File: config.mk
export PLATFORM = sky130hd
export DESIGN_NAME = zombie_controller
export DESIGN_NICKNAME = d
export VERILOG_FILES = /design/src/rtl/zombie_pkg.sv /design/src/rtl/zombie_step.sv /design/src/rtl/zombie_controller.sv
export SDC_FILE = /design/constraint.sdc
export NUM_CORES = 1
export LEC_CHECK = 0
export BUFFER_PORTS_ARGS = -buffer_cell sky130_fd_sc_hd__buf_2
export CAP_MARGIN = 25
export CORE_MARGIN = 2
export CORE_UTILIZATION = 55
export CTS_BUF_LIST = sky130_fd_sc_hd__clkbuf_16
export DETAILED_ROUTE_END_ITERATION = 8
export PLACE_DENSITY_LB_ADDON = 0.1
export RECOVER_POWER = 25
export SKIP_CTS_REPAIR_TIMING = 1
export SLEW_MARGIN = 20
export SYNTH_ARGS = -nofsm -noshare
export SYNTH_HDL_FRONTEND = slang
export SYNTH_SLANG_ARGS = --single-unit
File: constraint.sdc
create_clock -name Clk -period 10.7 [get_ports Clk]
set_input_delay 2.675 -clock Clk [delete_from_list [all_inputs] [get_ports Clk]]
set_output_delay 2.675 -clock Clk [all_outputs]
set_load 0.01 [all_outputs]
File: src/rtl/zombie_pkg.sv
// ============================================================================
// Module   : zombie_pkg
// Desc     : Shared constants, spawn table and FSM encoding for the zombies.
// Revision : 1.0
// ============================================================================
`default_nettype none

package zombie_pkg;

    localparam logic [1:0] FACE_UP    = 2'b00;
    localparam logic [1:0] FACE_RIGHT = 2'b01;
    localparam logic [1:0] FACE_DOWN  = 2'b10;
    localparam logic [1:0] FACE_LEFT  = 2'b11;

    localparam int SPRITE_SIZE = 32;
    localparam int SCREEN_W    = 640;
    localparam int SCREEN_H    = 480;

    localparam logic [9:0] PARK_X = 10'(SCREEN_W);
    localparam logic [9:0] PARK_Y = 10'(SCREEN_H);
    localparam logic [9:0] MAX_X  = 10'(SCREEN_W - SPRITE_SIZE);
    localparam logic [9:0] MAX_Y  = 10'(SCREEN_H - SPRITE_SIZE);

    localparam logic [2:0][9:0] SPAWN_X = {10'd304, 10'd576, 10'd32};
    localparam logic [2:0][9:0] SPAWN_Y = {10'd416, 10'd32,  10'd32};

    typedef enum logic [1:0] {
        IDLE = 2'd0,
        UPD0 = 2'd1,
        UPD1 = 2'd2,
        UPD2 = 2'd3
    } state_t;

    function automatic logic [10:0] abs11(input logic signed [10:0] v);
        return v[10] ? $unsigned(-v) : $unsigned(v);
    endfunction

endpackage

`default_nettype wire

File: src/rtl/zombie_step.sv
// ============================================================================
// Module   : zombie_step
// Desc     : Combinational single-zombie chase step: axis pick, face, clamp.
// Revision : 1.0
// ============================================================================
`default_nettype none

module zombie_step
    import zombie_pkg::*;
#(
    parameter int STEP = 2
) (
    input  logic [9:0] pos_x,
    input  logic [9:0] pos_y,
    input  logic [1:0] face,
    input  logic [9:0] player_x,
    input  logic [9:0] player_y,
    output logic [9:0] next_x,
    output logic [9:0] next_y,
    output logic [1:0] next_face
);

    localparam logic [10:0] C_STEP = 11'(STEP);

    logic signed [10:0] w_dx;
    logic signed [10:0] w_dy;
    logic [10:0]        w_adx;
    logic [10:0]        w_ady;
    logic [10:0]        w_mv;
    logic signed [11:0] w_sum_x;
    logic signed [11:0] w_sum_y;

    assign w_dx  = $signed({1'b0, player_x}) - $signed({1'b0, pos_x});
    assign w_dy  = $signed({1'b0, player_y}) - $signed({1'b0, pos_y});
    assign w_adx = abs11(w_dx);
    assign w_ady = abs11(w_dy);

    always_comb begin
        w_mv      = 11'd0;
        w_sum_x   = $signed({2'b00, pos_x});
        w_sum_y   = $signed({2'b00, pos_y});
        next_face = face;
        // A tie on nonzero distances resolves to the X axis.
        if ((w_adx >= w_ady) && (w_dx != 11'sd0)) begin
            w_mv = (w_adx < C_STEP) ? w_adx : C_STEP;
            if (!w_dx[10]) begin
                w_sum_x   = w_sum_x + $signed({1'b0, w_mv});
                next_face = FACE_RIGHT;
            end else begin
                w_sum_x   = w_sum_x - $signed({1'b0, w_mv});
                next_face = FACE_LEFT;
            end
        end else if (w_dy != 11'sd0) begin
            w_mv = (w_ady < C_STEP) ? w_ady : C_STEP;
            if (!w_dy[10]) begin
                w_sum_y   = w_sum_y + $signed({1'b0, w_mv});
                next_face = FACE_DOWN;
            end else begin
                w_sum_y   = w_sum_y - $signed({1'b0, w_mv});
                next_face = FACE_UP;
            end
        end

        if (w_sum_x < 12'sd0)
            next_x = 10'd0;
        else if (w_sum_x > $signed({2'b00, MAX_X}))
            next_x = MAX_X;
        else
            next_x = w_sum_x[9:0];

        if (w_sum_y < 12'sd0)
            next_y = 10'd0;
        else if (w_sum_y > $signed({2'b00, MAX_Y}))
            next_y = MAX_Y;
        else
            next_y = w_sum_y[9:0];
    end

endmodule

`default_nettype wire

File: src/rtl/zombie_controller.sv
// ============================================================================
// Module   : zombie_controller
// Desc     : Per-frame chase, kill/park and respawn of three zombies.
//            Define ZOMBIE_PLAYER_HIT_EN to add the player_hit output.
// Revision : 1.0
// ============================================================================
`default_nettype none

module zombie_controller
    import zombie_pkg::*;
#(
    parameter int STEP           = 2,
    parameter int RESPAWN_FRAMES = 120
) (
    input  logic       Clk,
    input  logic       Reset,
    input  logic       frame_clk,
    input  logic [9:0] PlayerX,
    input  logic [9:0] PlayerY,
    input  logic [2:0] kill,
`ifdef ZOMBIE_PLAYER_HIT_EN
    output logic       player_hit,
`endif
    output logic [9:0] Zombie0X,
    output logic [9:0] Zombie0Y,
    output logic [9:0] Zombie1X,
    output logic [9:0] Zombie1Y,
    output logic [9:0] Zombie2X,
    output logic [9:0] Zombie2Y,
    output logic [1:0] Zombie0Face,
    output logic [1:0] Zombie1Face,
    output logic [1:0] Zombie2Face,
    output logic [2:0] zombie_alive
);

    localparam logic [7:0] C_RELOAD = 8'(RESPAWN_FRAMES - 1);

    state_t     r_state;
    state_t     w_state_next;
    logic       r_fc_q;
    logic       w_tick;
    logic [9:0] r_x    [3];
    logic [9:0] r_y    [3];
    logic [1:0] r_face [3];
    logic [7:0] r_cnt  [3];
    logic [2:0] r_alive;

    logic [1:0] w_sel;
    logic [2:0] w_upd;
    logic [9:0] w_cur_x;
    logic [9:0] w_cur_y;
    logic [1:0] w_cur_face;
    logic [9:0] w_nx;
    logic [9:0] w_ny;
    logic [1:0] w_nface;

    assign w_tick = frame_clk & ~r_fc_q;

    always_ff @(posedge Clk) begin
        if (Reset)
            r_state <= IDLE;
        else
            r_state <= w_state_next;
    end

    always_comb begin
        w_state_next = r_state;
        w_sel        = 2'd0;
        w_upd        = 3'b000;
        case (r_state)
            IDLE: if (w_tick) w_state_next = UPD0;
            UPD0: begin w_state_next = UPD1; w_sel = 2'd0; w_upd = 3'b001; end
            UPD1: begin w_state_next = UPD2; w_sel = 2'd1; w_upd = 3'b010; end
            UPD2: begin w_state_next = IDLE; w_sel = 2'd2; w_upd = 3'b100; end
            default: w_state_next = IDLE;
        endcase
    end

    always_comb begin
        w_cur_x    = r_x[0];
        w_cur_y    = r_y[0];
        w_cur_face = r_face[0];
        case (w_sel)
            2'd1: begin w_cur_x = r_x[1]; w_cur_y = r_y[1]; w_cur_face = r_face[1]; end
            2'd2: begin w_cur_x = r_x[2]; w_cur_y = r_y[2]; w_cur_face = r_face[2]; end
            default: ;
        endcase
    end

    zombie_step #(
        .STEP      (STEP)
    ) u_step (
        .pos_x     (w_cur_x),
        .pos_y     (w_cur_y),
        .face      (w_cur_face),
        .player_x  (PlayerX),
        .player_y  (PlayerY),
        .next_x    (w_nx),
        .next_y    (w_ny),
        .next_face (w_nface)
    );

    // Kill overrides the move/respawn slot of the same zombie.
    always_ff @(posedge Clk) begin
        if (Reset) begin
            r_fc_q  <= 1'b0;
            r_alive <= 3'b111;
            for (int k = 0; k < 3; k++) begin
                r_x[k]    <= SPAWN_X[k];
                r_y[k]    <= SPAWN_Y[k];
                r_face[k] <= FACE_DOWN;
                r_cnt[k]  <= 8'd0;
            end
        end else begin
            r_fc_q <= frame_clk;
            for (int k = 0; k < 3; k++) begin
                if (kill[k]) begin
                    r_alive[k] <= 1'b0;
                    r_x[k]     <= PARK_X;
                    r_y[k]     <= PARK_Y;
                    r_cnt[k]   <= C_RELOAD;
                end else if (w_upd[k]) begin
                    if (r_alive[k]) begin
                        r_x[k]    <= w_nx;
                        r_y[k]    <= w_ny;
                        r_face[k] <= w_nface;
                    end else if (r_cnt[k] == 8'd0) begin
                        r_alive[k] <= 1'b1;
                        r_x[k]     <= SPAWN_X[k];
                        r_y[k]     <= SPAWN_Y[k];
                        r_face[k]  <= FACE_DOWN;
                    end else begin
                        r_cnt[k] <= r_cnt[k] - 8'd1;
                    end
                end
            end
        end
    end

`ifdef ZOMBIE_PLAYER_HIT_EN
    logic        r_hit;
    logic [10:0] w_hdx;
    logic [10:0] w_hdy;

    assign w_hdx = abs11($signed({1'b0, w_nx}) - $signed({1'b0, PlayerX}));
    assign w_hdy = abs11($signed({1'b0, w_ny}) - $signed({1'b0, PlayerY}));

    always_ff @(posedge Clk) begin
        if (Reset)
            r_hit <= 1'b0;
        else
            r_hit <= (w_upd != 3'b000) && r_alive[w_sel] && !kill[w_sel] &&
                     (w_hdx < 11'(SPRITE_SIZE)) && (w_hdy < 11'(SPRITE_SIZE));
    end

    assign player_hit = r_hit;
`endif

    assign Zombie0X     = r_x[0];
    assign Zombie0Y     = r_y[0];
    assign Zombie1X     = r_x[1];
    assign Zombie1Y     = r_y[1];
    assign Zombie2X     = r_x[2];
    assign Zombie2Y     = r_y[2];
    assign Zombie0Face  = r_face[0];
    assign Zombie1Face  = r_face[1];
    assign Zombie2Face  = r_face[2];
    assign zombie_alive = r_alive;

endmodule

`default_nettype wire
==> flow_summary.yaml <==
run_status:
  outcome: "finished, final reports clean"
finish:
  nets: 1253
  fill_cells: 1556
  final_cell_mix: "nor2_1, a21oi_1, edfxtp_1"
  drive_gt1_frac: 0.1015
  num_antenna_cells: 0
  final_common_cell: "nor2_1"
  syn2layout_area_growth_pct: 9.914
critical_path:
  end_kind: "flip-flop"
  start_kind: "input pin"
  critPathArrivalTime_ns: 9.75
  cp_max_fo: 11
  criticalPathCategory: "input pin to flip-flop"
  cp.required_ns: 10.76
routing:
  postRouteAntennaNets: 0
  drt-wirelength-per-cell_um: 19.33
  initialDrtViolationCount: 763
  detail_route.vias_per_cell: 6.278
  dr.pass1.iters: 5
  totalWireLength_mm: 26.74
  vias: 8683
  drc: 0
place:
  hpwl_mm: 20.99
  globalplace.congestion: 0.9588
  port_buffers: 94
synthesis:
  ys_seq_area_frac: 0.3005
  syn_inst: 1076
  synth_top_family_by_area: "compound AO/OA/AOI/OAI gates"
  synth_warnings: 0
  syn_area_per_cell_um2: 8.668
  synth-seq-cells: 96
  yosysUniqueCellTypes: 96
  synth_simple_gate_area_share: 0.2148
  synth-compound-area-share: 0.2718
  synthAdderAreaFrac: 0.09418
  synth_mux_area_frac: 0.01127
  async_reset_ff_frac: 0
  synth_ff_type: "edfxtp_1"
  synth_edf_count: 88
  synth.cell_area_um2: 9326
  synth_xor_area_frac: 0.06346
floorplan:
  die-area_um2: 18020
  die_height_um: 134.2
  initial_utilization: 0.5624
  io_pins: 95
  die_x_um: 134.2
  rows: 47
  core-area_um2: 16580
grt:
  grt_max_degree: 27
  grt_pass1_vias: 7988
  overflow: 0
  grt_pass1_wl_mm: 42.37
  antenna_found_initial: 0
  grt_usage: 0.2961
clock_network:
  numCtsBuffers: 9
  h-tree-depth: 3
  clkTransAtPathRegs_ns: 0.07
  clk-insertion-delay-late_ns: 0.35
  cts_tree: "yes"
  cts_sinks: 96
  root_buffer: "clkbuf_16"
  clockBufferDepth: 2
sta:
  fmaxAchievable_ghz: 0.1032
  tightest_slew_ns: 1.028
  setup-tns-final_ns: 0
  finalCriticalPeriod_ns: 9.691
  period_share: 0.9057
  finalSetupViolations: 0
  relSlewSlack: 0.3091
  fin_skew_ns: 0.007995
  maxSlewViolCount: 0
  rsz0062_at_grt: "no"
  hold_viol: 0
flow_run:
  max_cap_violations: 0
min_path:
  hold_path_class: "flip-flop to flip-flop"
==> state kept, by name, indices dropped and copies added, names as in the netlist <==
register,cells
r_fc_q,1
r_cnt,24
r_x,30
r_state,2
r_face,6
zombie_alive,3
r_y,30
==> critical path, stage by stage <==
cell and delay (ns):
buf_2 0.07, inv_1 0.04, ha_1 0.22, fa_1 0.47
o31ai_1 0.26, a21boi_0 0.25, or2_2 0.38, a221o_1 0.36
or2_1 0.28, nor3_1 0.35, or2_2 0.18, a41oi_1 0.10
or2_2 0.33, nor2_1 0.16, inv_1 0.06, ha_1 0.24
a21oi_1 0.51, inv_1 0.21, ha_1 0.34, and2_1 0.18
a221o_1 0.31, a211oi_1 0.20, o21ai_1 0.11, and3_1 0.24
o211ai_1 0.17, nand3_1 0.45, o21ai_0 0.50, a21oi_1 0.09
==> Yosys cell counts (12+ instances only) <==
library cell  count  area share
ha_1             67       0.090
o21ai_0          48       0.026
a22o_1           21       0.020
nor3_1           35       0.019
xnor2_1          44       0.041
a31oi_1          12      0.0080
nand2_1          80       0.032
a21oi_1          88       0.047
clkbuf_1         25       0.010
nor2_1          100       0.040
inv_1            64       0.026
nand2b_1         13      0.0087
and3_1           12      0.0080
o211ai_1         13       0.010
a21o_1           34       0.027
a211oi_1         13       0.010
and2_1           30       0.020
edfxtp_1         88        0.28
xor2_1           21       0.020
nand3_1          30       0.016
==> routing by layer <==
| layer | vias up | wire, um | track usage |
|---|---|---|---|
| met5 | - | 0 | 0 |
| met4 | 0 | 429 | 0.06667 |
| met3 | 33 | 1804 | 0.05102 |
| met2 | 321 | 12120 | 0.4748 |
| met1 | 4124 | 12390 | 0.4200 |
| li1 | 4205 | - | - |
==> layout make-up <==
cell class | instances | area (um^2) | area share
Sequential cell | 96 | 2803 | 0.2734
Timing Repair Buffer | 108 | 504.2 | 0.04919
Multi-Input combinational cell | 878 | 6130 | 0.5979
Inverter | 65 | 244.0 | 0.02380
Tap cell | 220 | 275.3 | 0.02685
Clock buffer | 9 | 225.2 | 0.02197
Clock inverter | 7 | 70.07 | 0.006835
==> per-stage QoR <==
step | setup slack, ns | hold WS, ns | area, um^2 | util | cells
2_1_floorplan | 1.809 | 0.5256 | 9334 | - | 1078
6_report | 1.009 | 0.5554 | 10250 | 0.6182 | 1383
5_1_grt | 0.3839 | 0.5981 | 10250 | 0.6182 | 1383
3_3_place_gp | 0.8965 | 0.5353 | 10000 | 0.6030 | 1364
4_1_cts | 1.035 | 0.5581 | 10310 | 0.6220 | 1383
3_5_place_dp | 0.7052 | 0.5395 | 10020 | 0.6042 | 1367
==> final timing paths <==
check                                     start      endpoint  slack [ns]  cells past startpoint
worst max-delay path                 PlayerY[0]     r_y[1][6]        1.01                     28
worst min-delay path            zombie_alive[2]  r_face[2][1]        0.56                      1
worst max register to register       r_state[0]     r_y[1][6]        1.63                     31
worst min register to register  zombie_alive[2]  r_face[2][1]        0.56                      1
==> logic make-up after synthesis <==
kind of cell,Yosys count
simple gates,386
compound gates,344
buf+inv,104
flops,96
fa+ha+maj,69
xor+xnor,66
mux,10
other cells,1
Power is not shown: default switching activity piles up to over one toggle a cycle in this logic, so the estimate is an artifact.
